<file path="config.mk">
export PLATFORM = sky130hd
export DESIGN_NAME = stream_mux_n_flat
export DESIGN_NICKNAME = d
export VERILOG_FILES = /design/src/rtl/stream_mux_n_pkg.sv /design/src/rtl/stream_mux_n_if.sv /design/src/rtl/stream_mux_n_rr_arbiter.sv /design/src/rtl/stream_mux_n.sv /design/src/flat_wrapper.sv
export SDC_FILE = /design/constraint.sdc
export NUM_CORES = 1
export LEC_CHECK = 0
export CAP_MARGIN = 20
export CORE_MARGIN = 4
export CORE_UTILIZATION = 30
export CTS_CLUSTER_DIAMETER = 100
export DETAILED_ROUTE_END_ITERATION = 12
export GPL_ROUTABILITY_DRIVEN = 0
export PLACE_DENSITY = 0.72
export SETUP_SLACK_MARGIN = 0.05
export SYNTH_ARGS = -nofsm -noshare
export SYNTH_HDL_FRONTEND = slang
export SYNTH_SLANG_ARGS = --single-unit
</file>
<file path="constraint.sdc">
create_clock -name clk -period 1.5 [get_ports clk]
set_input_delay 0.225 -clock clk [delete_from_list [all_inputs] [get_ports clk]]
set_output_delay 0.225 -clock clk [all_outputs]
set_load 0.03 [all_outputs]
</file>
<file path="src/rtl/stream_mux_n_pkg.sv">
// Shared types and helpers for the N-input stream multiplexer.
package mips_mux_pkg;

  // Grant policy: external select or round-robin over the valid inputs.
  typedef enum logic {
    MUX_MODE_SEL = 1'b0,
    MUX_MODE_RR  = 1'b1
  } mux_mode_e;

  // Ceiling log2 for parameter derivation; never returns less than 1 so a
  // two-channel mux still gets a one-bit select.
  function automatic int clog2(input int value);
    int r;
    r = 0;
    for (int v = value - 1; v > 0; v = v >> 1) begin
      r++;
    end
    return (r == 0) ? 1 : r;
  endfunction

endpackage

</file>
<file path="src/rtl/stream_mux_n_if.sv">
// Handshake bundle between the channel producers, the mux and the consumer.
// Handshake rule for every channel and for the output: a word moves on a
// rising clock edge exactly when its valid and its ready are both high;
// valid never waits on ready, and ready is allowed to depend on valid.
interface stream_mux_n_if #(
  parameter int WIDTH = 32,
  parameter int N     = 4,
  parameter int SEL_W = 2
);
  logic             flush;
  logic [WIDTH-1:0] in_data [N];
  logic [N-1:0]     in_valid;
  logic [N-1:0]     in_ready;
  logic [SEL_W-1:0] sel;
  logic [WIDTH-1:0] out_data;
  logic             out_valid;
  logic             out_ready;
  logic [SEL_W-1:0] out_src;
  logic [SEL_W-1:0] dbg_rr_ptr;

  // Producer/consumer side of the mux.
  modport master (
    output flush, in_data, in_valid, sel, out_ready,
    input  in_ready, out_data, out_valid, out_src, dbg_rr_ptr
  );

  // The mux itself.
  modport slave (
    input  flush, in_data, in_valid, sel, out_ready,
    output in_ready, out_data, out_valid, out_src, dbg_rr_ptr
  );
endinterface

</file>
<file path="src/rtl/stream_mux_n_rr_arbiter.sv">
// Round-robin arbiter: grants the first requester after the pointer,
// wrapping modulo N. Purely combinational; the caller owns the pointer.
module rr_arbiter
  import mips_mux_pkg::*;
#(
  parameter int N     = 4,
  parameter int SEL_W = clog2(N)
) (
  input  logic [N-1:0]     i_req,
  input  logic [SEL_W-1:0] i_ptr,
  output logic [N-1:0]     o_gnt,
  output logic [SEL_W-1:0] o_gnt_idx,
  output logic             o_any_gnt
);

  logic [SEL_W-1:0] w_c;

  // Walk ptr+1 .. ptr+N and keep the first requester found.
  always_comb begin
    o_gnt     = '0;
    o_gnt_idx = '0;
    o_any_gnt = 1'b0;
    w_c       = '0;
    for (int k = 1; k <= N; k++) begin
      w_c = SEL_W'((int'(i_ptr) + k) % N);
      if (!o_any_gnt && i_req[w_c]) begin
        o_gnt[w_c] = 1'b1;
        o_gnt_idx  = w_c;
        o_any_gnt  = 1'b1;
      end
    end
  end

endmodule

</file>
<file path="src/rtl/stream_mux_n.sv">
// N-input stream mux with one registered output stage, select or
// round-robin grant, stall via out_ready and a synchronous flush.
module stream_mux_n
  import mips_mux_pkg::*;
#(
  parameter int        WIDTH = 32,
  parameter int        N     = 4,
  parameter int        SEL_W = clog2(N),
  parameter mux_mode_e MODE  = MUX_MODE_SEL
) (
  input logic          clk,
  input logic          rst,
  stream_mux_n_if.slave bus
);

  logic             r_out_valid;
  logic [WIDTH-1:0] r_out_data;
  logic [SEL_W-1:0] r_out_src;
  logic [SEL_W-1:0] r_rr_ptr;

  logic             w_space;
  logic             w_any_gnt;
  logic             w_xfer;
  logic [N-1:0]     w_gnt;
  logic [N-1:0]     w_in_ready;
  logic [SEL_W-1:0] w_gnt_idx;

  // The register can take a word if it is empty or being drained now.
  assign w_space = !r_out_valid || bus.out_ready;

  if (MODE == MUX_MODE_RR) begin : g_rr
    rr_arbiter #(
      .N     (N),
      .SEL_W (SEL_W)
    ) u_arb (
      .i_req     (bus.in_valid),
      .i_ptr     (r_rr_ptr),
      .o_gnt     (w_gnt),
      .o_gnt_idx (w_gnt_idx),
      .o_any_gnt (w_any_gnt)
    );
  end else begin : g_sel
    // Decode sel regardless of in_valid; an out-of-range sel grants nobody.
    always_comb begin
      w_gnt = '0;
      for (int i = 0; i < N; i++) begin
        w_gnt[i] = (int'(bus.sel) == i);
      end
    end
    assign w_gnt_idx = bus.sel;
    assign w_any_gnt = |w_gnt;
  end

  // Ready uses only current state and inputs, never the next out_valid.
  assign w_in_ready = (w_space && !bus.flush && w_any_gnt) ? w_gnt : '0;
  assign w_xfer     = |(w_in_ready & bus.in_valid);

  assign bus.in_ready   = w_in_ready;
  assign bus.out_data   = r_out_data;
  assign bus.out_valid  = r_out_valid;
  assign bus.out_src    = r_out_src;
  assign bus.dbg_rr_ptr = r_rr_ptr;

  // Output pipeline register: flush drops the word, transfer loads, drain clears.
  always_ff @(posedge clk or posedge rst) begin
    if (rst) begin
      r_out_valid <= 1'b0;
      r_out_data  <= '0;
      r_out_src   <= '0;
    end else if (bus.flush) begin
      r_out_valid <= 1'b0;
    end else if (w_xfer) begin
      r_out_valid <= 1'b1;
      r_out_data  <= bus.in_data[w_gnt_idx];
      r_out_src   <= w_gnt_idx;
    end else if (bus.out_ready) begin
      r_out_valid <= 1'b0;
    end
  end

  // Round-robin pointer remembers the last channel that actually moved data.
  always_ff @(posedge clk or posedge rst) begin
    if (rst) begin
      r_rr_ptr <= SEL_W'(N - 1);
    end else if (MODE == MUX_MODE_RR && w_xfer) begin
      r_rr_ptr <= w_gnt_idx;
    end
  end

endmodule

</file>
<file path="src/flat_wrapper.sv">
// flat-port wrapper written by rule: the top's interface ports become plain ports
module stream_mux_n_flat import mips_mux_pkg::*;
#(
  parameter int        WIDTH = 32,
  parameter int        N     = 4,
  parameter int        SEL_W = clog2(N),
  parameter mux_mode_e MODE  = MUX_MODE_SEL
)
  (clk, rst, bus_flush, bus_in_data, bus_in_valid, bus_sel, bus_out_ready, bus_in_ready, bus_out_data, bus_out_valid, bus_out_src, bus_dbg_rr_ptr);
  stream_mux_n_if #(.WIDTH(WIDTH), .N(N), .SEL_W(SEL_W)) bus_i ();
  input logic clk;
  input logic rst;
  input wire logic [$bits(bus_i.flush)-1:0] bus_flush;
  input wire logic [$bits(bus_i.in_data)-1:0] bus_in_data;
  input wire logic [$bits(bus_i.in_valid)-1:0] bus_in_valid;
  input wire logic [$bits(bus_i.sel)-1:0] bus_sel;
  input wire logic [$bits(bus_i.out_ready)-1:0] bus_out_ready;
  output wire logic [$bits(bus_i.in_ready)-1:0] bus_in_ready;
  output wire logic [$bits(bus_i.out_data)-1:0] bus_out_data;
  output wire logic [$bits(bus_i.out_valid)-1:0] bus_out_valid;
  output wire logic [$bits(bus_i.out_src)-1:0] bus_out_src;
  output wire logic [$bits(bus_i.dbg_rr_ptr)-1:0] bus_dbg_rr_ptr;
  assign bus_i.flush = bus_flush;
  assign bus_i.in_data = {>>{bus_in_data}};
  assign bus_i.in_valid = bus_in_valid;
  assign bus_i.sel = bus_sel;
  assign bus_i.out_ready = bus_out_ready;
  assign bus_in_ready = bus_i.in_ready;
  assign bus_out_data = bus_i.out_data;
  assign bus_out_valid = bus_i.out_valid;
  assign bus_out_src = bus_i.out_src;
  assign bus_dbg_rr_ptr = bus_i.dbg_rr_ptr;
  stream_mux_n #(.WIDTH(WIDTH), .N(N), .SEL_W(SEL_W), .MODE(MODE)) u_core (.clk(clk), .rst(rst), .bus(bus_i));
endmodule
</file>
Word level (Yosys, flattened, before mapping)
Index checks and enable logic that the tools add are counted.
- bitwise logic cells: 3
- mux-type cells: 7
- eq/ne operators: 3
- $lt $le $gt $ge: 1
- reduce and logical (&&, ||, !) cells: 10
- operators by type and width (cell ; number):
    32-bit binary-select mux with 2-bit select ; 1
    32-bit 2-to-1 mux ; 2
    4-bit OR reduction ; 2
    4-bit bitwise AND ; 1
    2-bit == test (second input constant) ; 2
    4-bit 2-to-1 mux ; 1
    3-bit greater-or-equal comparator (second input constant) ; 1
    1-bit 2-to-1 mux ; 3
    2-bit NOT with 3-bit output ; 1
    3-bit nonzero test ; 1
    2-bit by 1-bit == test with 1-bit output (second input constant) ; 1
    1-bit logical AND ; 2
    1-bit logical NOT ; 2
    2-bit logical NOT ; 1
    2-bit AND reduction ; 1
    1-bit logical OR ; 1
    1-bit NOT ; 1
- bits in registers: 35
- logic and storage cells: 27

Depth between registers and ports, before layout
Gate-level depths: netlist of the first run.
- depth in word-level cells: 9
- mapped depth: 5

Worst setup path after synthesis of the first run
OpenSTA, ideal clock, no wires.
- kind: register to output
- start point: reg u_core.r_out_valid (netlist: u_core.bus.out_valid)
- end point: out bus_in_ready[0]
- required time: 1.275 ns
- stages on the path, launching flop included: 4
- path slack: -0.256 ns
- arrival time: 1.531 ns
- buffers on the path: 0
- cell sequence: dfrtp_1 or2b_1 nand2_1 nor3_1
- cells in the longest elaborated chain, start to end: 5
- ends and longest elaborated chain (what ; line ; text):
    start: declaration ; stream_mux_n.sv:16 ; logic r_out_valid;
    start signal: assignment ; stream_mux_n.sv:67 ; r_out_valid <= 1'b0;
    start signal: assignment ; stream_mux_n.sv:71 ; r_out_valid <= 1'b0;
    start signal: assignment ; stream_mux_n.sv:73 ; r_out_valid <= 1'b1;
    1-bit logical NOT ; stream_mux_n.sv:29 ; assign w_space = !r_out_valid || bus.out_ready;
    1-bit logical OR ; stream_mux_n.sv:29 ;
    1-bit logical AND (2 in a row) ; stream_mux_n.sv:55 ; assign w_in_ready = (w_space && !bus.flush && w_any_gnt) ? w_gnt : '0;
    4-bit 2-to-1 mux ; stream_mux_n.sv:55 ;
    end: declaration ; flat_wrapper.sv:18 ; output wire logic [$bits(bus_i.in_ready)-1:0] bus_in_ready;
Every way passes these cells.

Worst setup path in the final report of the first run
- start point: reg u_core.r_out_valid (netlist: u_core.bus.out_valid)
- end point: out bus_in_ready[1]
Same word-level chain as after synthesis.

==> results of run 1 <==
worst min-delay path by stage:
stage / end / slack (ns) / depth (start not counted)
3_5_place_dp: u_core.bus.out_data[25]$_DFFE_PP0P_ / 0.50 / 1
4_1_cts: u_core.bus.out_data[15]$_DFFE_PP0P_ / 0.31 / 3
6_report: u_core.bus.out_data[1]$_DFFE_PP0P_ / 0.31 / 3
2_1_floorplan: u_core.bus.out_valid$_DFFE_PP0P_ / 0.29 / 1
5_1_grt: u_core.bus.out_data[7]$_DFFE_PP0P_ / 0.32 / 3
3_3_place_gp: u_core.bus.out_data[23]$_DFFE_PP0P_ / 0.49 / 1
stage by stage:
step                      setup WS [ns]  area [um^2]  utilization (%)
final                          -0.03732         4518            58.17
after global placement          -0.4841         4345            55.94
after detailed placement        -0.4970         4345            55.94
after floorplan                 0.02610         2459                -
after CTS                      -0.07254         4512            58.09
after global routing           -0.09410         4518            58.17
critical path, stage by stage (launching register included):
cell,delay [ns]
dfrtp_2,0.40
or2b_4,0.26
nand2_8,0.08
nor3_4,0.14
buf_6,0.15
state kept, by name (all words and copies together) (netlist names):
register	cells
u_core.bus.out_data	32
u_core.bus.out_src	2
u_core.bus.out_valid	1
kinds of logic after synthesis:
| kind of cell | share of synthesized area, % |
|---|---|
| muxes | 52.86 |
| AOI/OAI and AO/OA | 1.562 |
| and+or+nand+nor | 2.605 |
| other | 0.1561 |
| buffers and inverters | 6.354 |
| DFF | 36.46 |
power breakdown:
group	internal (W)	switching (W)	total, W
Sequential	0.00119	0.000137	0.00133
Combinational	0.00111	0.000941	0.00205
Clock	0.000360	0.000319	0.000679
Total	0.00266	0.00140	0.00405
final cells by class:
class                   count  area (um^2)  share of cell area [%]
flip-flops and latches     35        877.1                   19.41
repair buffers            195         1964                   43.48
clock buffers               6        82.58                   1.828
inverters                   4        15.01                  0.3323
clock inverters             1        5.005                  0.1108
well taps                 102        127.6                   2.825
multi-input cells          87         1446                   32.01
synthesized netlist by cell type (all sizes together):
master | instances | area (um^2)
dfrtp | 35 | 875.8
mux2 | 34 | 495.5
mux4 | 33 | 754.5
buf | 11 | 130.1
inv | 4 | 15.01
nor3 | 4 | 20.02
a31oi | 2 | 12.51
clkbuf | 2 | 7.510
mux2i | 2 | 20.02
nor2 | 2 | 7.510
o21ai | 2 | 10.01
o31ai | 2 | 15.01
conb | 1 | 3.750
nand2 | 1 | 3.750
nand3 | 1 | 17.52
nor2b | 1 | 6.260
or2b | 1 | 7.510
per-layer routing:
| layer | up-vias | global-route usage [%] |
|---|---|---|
| met5 | - | 0 |
| met4 | 0 | 4.686 |
| met3 | 6 | 5.815 |
| met2 | 104 | 29.47 |
| met1 | 1013 | 18.00 |
| li1 | 934 | - |
what timing repair did:
action	in CTS	in global routing
gates cloned	2	0
setup endpoints to repair	71	35
gates resized for setup	54	2
pin swaps	2	1
setup buffers	3	1
==> flow_summary.ini, run 1 <==
[clock_network]
clock-root-buffer = clkbuf_8
worstSkewPairLatency_ns = 0.28
holdBufCountCts = 0
cts_made_buffers = 5
clock_sinks = 35
clockBufferDepth = 2
cts_tree = built
clkSlewWorstSetupHoldPaths_ns = 0.07
htreeDepth = 2

[sta]
fmax_mhz = 650.5
final_hold_viol_count = 0
finalWorstSetupSlack_ns = -0.03732
rsz0062_at_grt = true
period_needed_ns = 1.537
setup_viol_count_final = 4
clock_skew_ns = 0.008182
slew_violations = 0
finalCritPeriodShare_pct = 102.5
whs_ns = 0.3101
finalSetupTns_ns = -0.1189

[routing]
detailroute.via_count = 2057
drtIter0Drc = 44
drcViolationCount = 0
drt-met1-wl_um = 2854
routed_via_density = 4.784
detail_route.wl_per_cell_um = 17.88
drtAntennaViolNets = 0
first_pass_iters = 3
dr_wl_met2_um = 4007
drt_wl_total_um = 7687
met3_length_um = 751
routed.top_layer = met4

[die]
num_io_pins = 179
die_h_um = 97.49
die-area_um2 = 9503
initial_utilization_pct = 30.93
core-area_um2 = 7767
die_w_um = 97.49
rows = 32

[setup_path]
reg2reg_slack_ns = 0.03
crit_end = bus_in_ready[1]
path_class = reg2out
crit_path_max_fanout = 4
crit_required_ns = 1.27
crit_path_end_kind = primary output
arrival_ns = 1.31
r2r-end = u_core.bus.out_data[8]$_DFFE_PP0P_
crit_start = u_core.bus.out_valid$_DFFE_PP0P_
reg2regPathDepth = 5
reg2reg_from = u_core.bus.out_valid$_DFFE_PP0P_
start_kind = flip-flop

[grt]
grt_pass1_vias = 2365
antenna_found_initial = 0
grt_max_degree = 36
grt_first_pass_wirelength_um = 12260
gr-total-overflow = 0
grt_usage_pct = 16.33

[layout]
layout_common_cells = 131 x clkdlybuf4s50_1, 35 x dlygate4sd2_1, 34 x dfrtp_1, 31 x mux2_4, 30 x mux4_2
num_antenna_cells = 0
nets = 466
fin_cells = 430
layout_commonest_cell = clkdlybuf4s50_1
nFillCells = 641
layout-drive-gt1-share_pct = 32.01
areaGrowthSynthToFinish_pct = 88.07

[synthesis]
syn_area_um2 = 2402
yosysWarningCount = 2
ys_seq_area_share_pct = 36.46
syn_area_per_cell_um2 = 17.41
yosys_register_bits = 35
synth_cell_types = 22
postSynthCellCount = 138

[power]
leakage_nw = 1.943
vdd_drop_max_uv = 411.0
pwr_density_cell_nw_per_um2 = 897.4
total_power_w = 0.004054

[placement]
dp_hpwl_um = 6310
placed_cells = 418
portBuffers = 176

[min_path]
hold_class = in2async

[outcome]
run_status = finished with violations
violations = negative setup slack

[run]
drv_cap = 0
Note: power is estimated with default switching activity, not from simulation.
==> run 2, diff against run 1 <==
- CAP_MARGIN: 20 -> 0
- PLACE_DENSITY: 0.72 -> 0.81
==> flow_summary.ini, run 2 (synthesis results as in run 1) <==
[clock_network]
clock-root-buffer = clkbuf_8
worstSkewPairLatency_ns = 0.28
cts_tree = built
htreeDepth = 2
clock_sinks = 35
holdBufCountCts = 0
clkSlewWorstSetupHoldPaths_ns = 0.08
cts_made_buffers = 5
clockBufferDepth = 2

[setup_path]
worstPathCellList = or2b_4, nand2_4, nor3_4, buf_6
crit_family = simple AND/OR/NAND/NOR gates
crit_path_max_fanout = 4
max_stage_delay_ns = 0.40
slowest_stage = dfrtp_2
crit_required_ns = 1.27
start_kind = flip-flop
path_class = reg2out
arrival_ns = 1.31
reg2reg_slack_ns = 0.05
crit_path_end_kind = primary output
path_buf_inv = 1

[die]
die_h_um = 97.49
num_io_pins = 179
die_w_um = 97.49
rows = 32
core-area_um2 = 7767
initial_utilization_pct = 30.93
die-area_um2 = 9503

[layout]
largest_reg_flops = 32
layout_common_cells = 130 x clkdlybuf4s50_1, 35 x dlygate4sd2_1, 34 x dfrtp_1, 30 x mux4_2, 30 x mux2_4
nets = 465
num_antenna_cells = 0
final_util_pct = 58.41
areaGrowthSynthToFinish_pct = 88.85
layout-drive-gt1-share_pct = 32.62
layout_commonest_cell = clkdlybuf4s50_1

[sta]
slew_violations = 0
period_needed_ns = 1.531
setup_viol_count_final = 4
clock_skew_ns = 0.008654
fmax_mhz = 653.1
final_hold_viol_count = 0
rsz0062_at_grt = true
finalWorstSetupSlack_ns = -0.03115
finalCritPeriodShare_pct = 102.1

[grt]
grt_usage_pct = 16.60
grt_first_pass_wirelength_um = 12490
grt_pass1_vias = 2424
gr-total-overflow = 0
grt_max_degree = 38
antenna_found_initial = 0

[outcome]
violations = negative setup slack
run_status = finished with violations

[power]
leakage_nw = 1.961
vdd_drop_max_uv = 471.1
pwr_density_cell_nw_per_um2 = 964.0

[routing]
detail_route.wl_per_cell_um = 18.14
drtIter0Drc = 26
detailroute.via_count = 2064
drt_wl_total_um = 7801
first_pass_iters = 4
drcViolationCount = 0
routed_via_density = 4.800
drtAntennaViolNets = 0

[placement]
portBuffers = 176
post-place-ws_ns = -0.5103
dp_hpwl_um = 6210

[min_path]
hold_class = in2async

[run]
drv_cap = 0
==> run 2: changes by cell type in the layout (fill, tap and decap cells not counted), sizes merged <==
cell / change
bufinv: +2
clkinv: -1
dlymetal6s2s: +1
clkbuf: +1
buf: +1
clkdlybuf4s50: -1
clkdlybuf4s15: -3
==> run 2: worst paths after layout <==
path                                                          from                                  end  depth (start not counted)
max in group asynchronous                                      rst   u_core.bus.out_data[0]$_DFFE_PP0P_                          3
worst min register to register  u_core.bus.out_data[3]$_DFFE_PP0P_   u_core.bus.out_data[3]$_DFFE_PP0P_                          1
min in group clk                                     bus_out_ready     u_core.bus.out_valid$_DFFE_PP0P_                          4
worst max-delay path              u_core.bus.out_valid$_DFFE_PP0P_                      bus_in_ready[3]                          4
worst max register to register    u_core.bus.out_valid$_DFFE_PP0P_   u_core.bus.out_data[1]$_DFFE_PP0P_                          5
worst min-delay path                                           rst  u_core.bus.out_data[16]$_DFFE_PP0P_                          3
==> run 2: where the power goes <==
group          total (W)  switching (W)  internal [W]  leakage [nW]
Clock           0.000987       0.000323      0.000664        0.0654
Combinational    0.00206       0.000960       0.00110          1.49
Sequential       0.00133       0.000138       0.00119         0.408
==> run 2: through the flow <==
stage | hold WS (ns) | std cells | area [um^2] | TNS (ns) | power, W
final | 0.2716 | 430 | 4537 | -0.1149 | 0.004374
after global routing | 0.2987 | 430 | 4537 | -0.3697 | 0.004582
after CTS | 0.2741 | 431 | 4582 | -0.1945 | 0.004443
after detailed placement | 0.4918 | 415 | 4323 | -15.93 | 0.003544
after global placement | 0.4903 | 415 | 4323 | -14.13 | 0.003501
after floorplan | 0.2877 | 139 | 2459 | 0 | 0.002530
==> run 2: layout make-up <==
cell class	instances	area, um^2
tap	102	127.6
clock buffer	6	72.57
multi-input combinational	87	1434
inverter	4	15.01
timing repair buffer	194	1951
sequential	35	877.1
fill	638	3231
clock inverter	2	60.06
==> run 2: metal layers <==
metal / wire (um) / GRT usage, % / vias to the layer above
met5: 0 / 0 / -
met2: 4382 / 32.10 / 99
met1: 2626 / 16.93 / 1019
met4: 84 / 4.366 / 0
li1: - / - / 940
met3: 708 / 5.384 / 6
==> run 2: timing repair <==
action | CTS | global route
cloned | 4 | 0
resized for setup | 58 | 4
endpoints found under the setup margin | 71 | 36
buffers inserted | 5 | 1
pin swaps | 2 | 1
==> run 2: worst reg2reg max path: cells and delay by family (launching register included) <==
| family | cells | cell delay, ns |
|---|---|---|
| buffers and inverters | 2 | 0.31 |
| DFF | 1 | 0.40 |
| muxes | 1 | 0.29 |
| and+or+nand+nor | 2 | 0.34 |
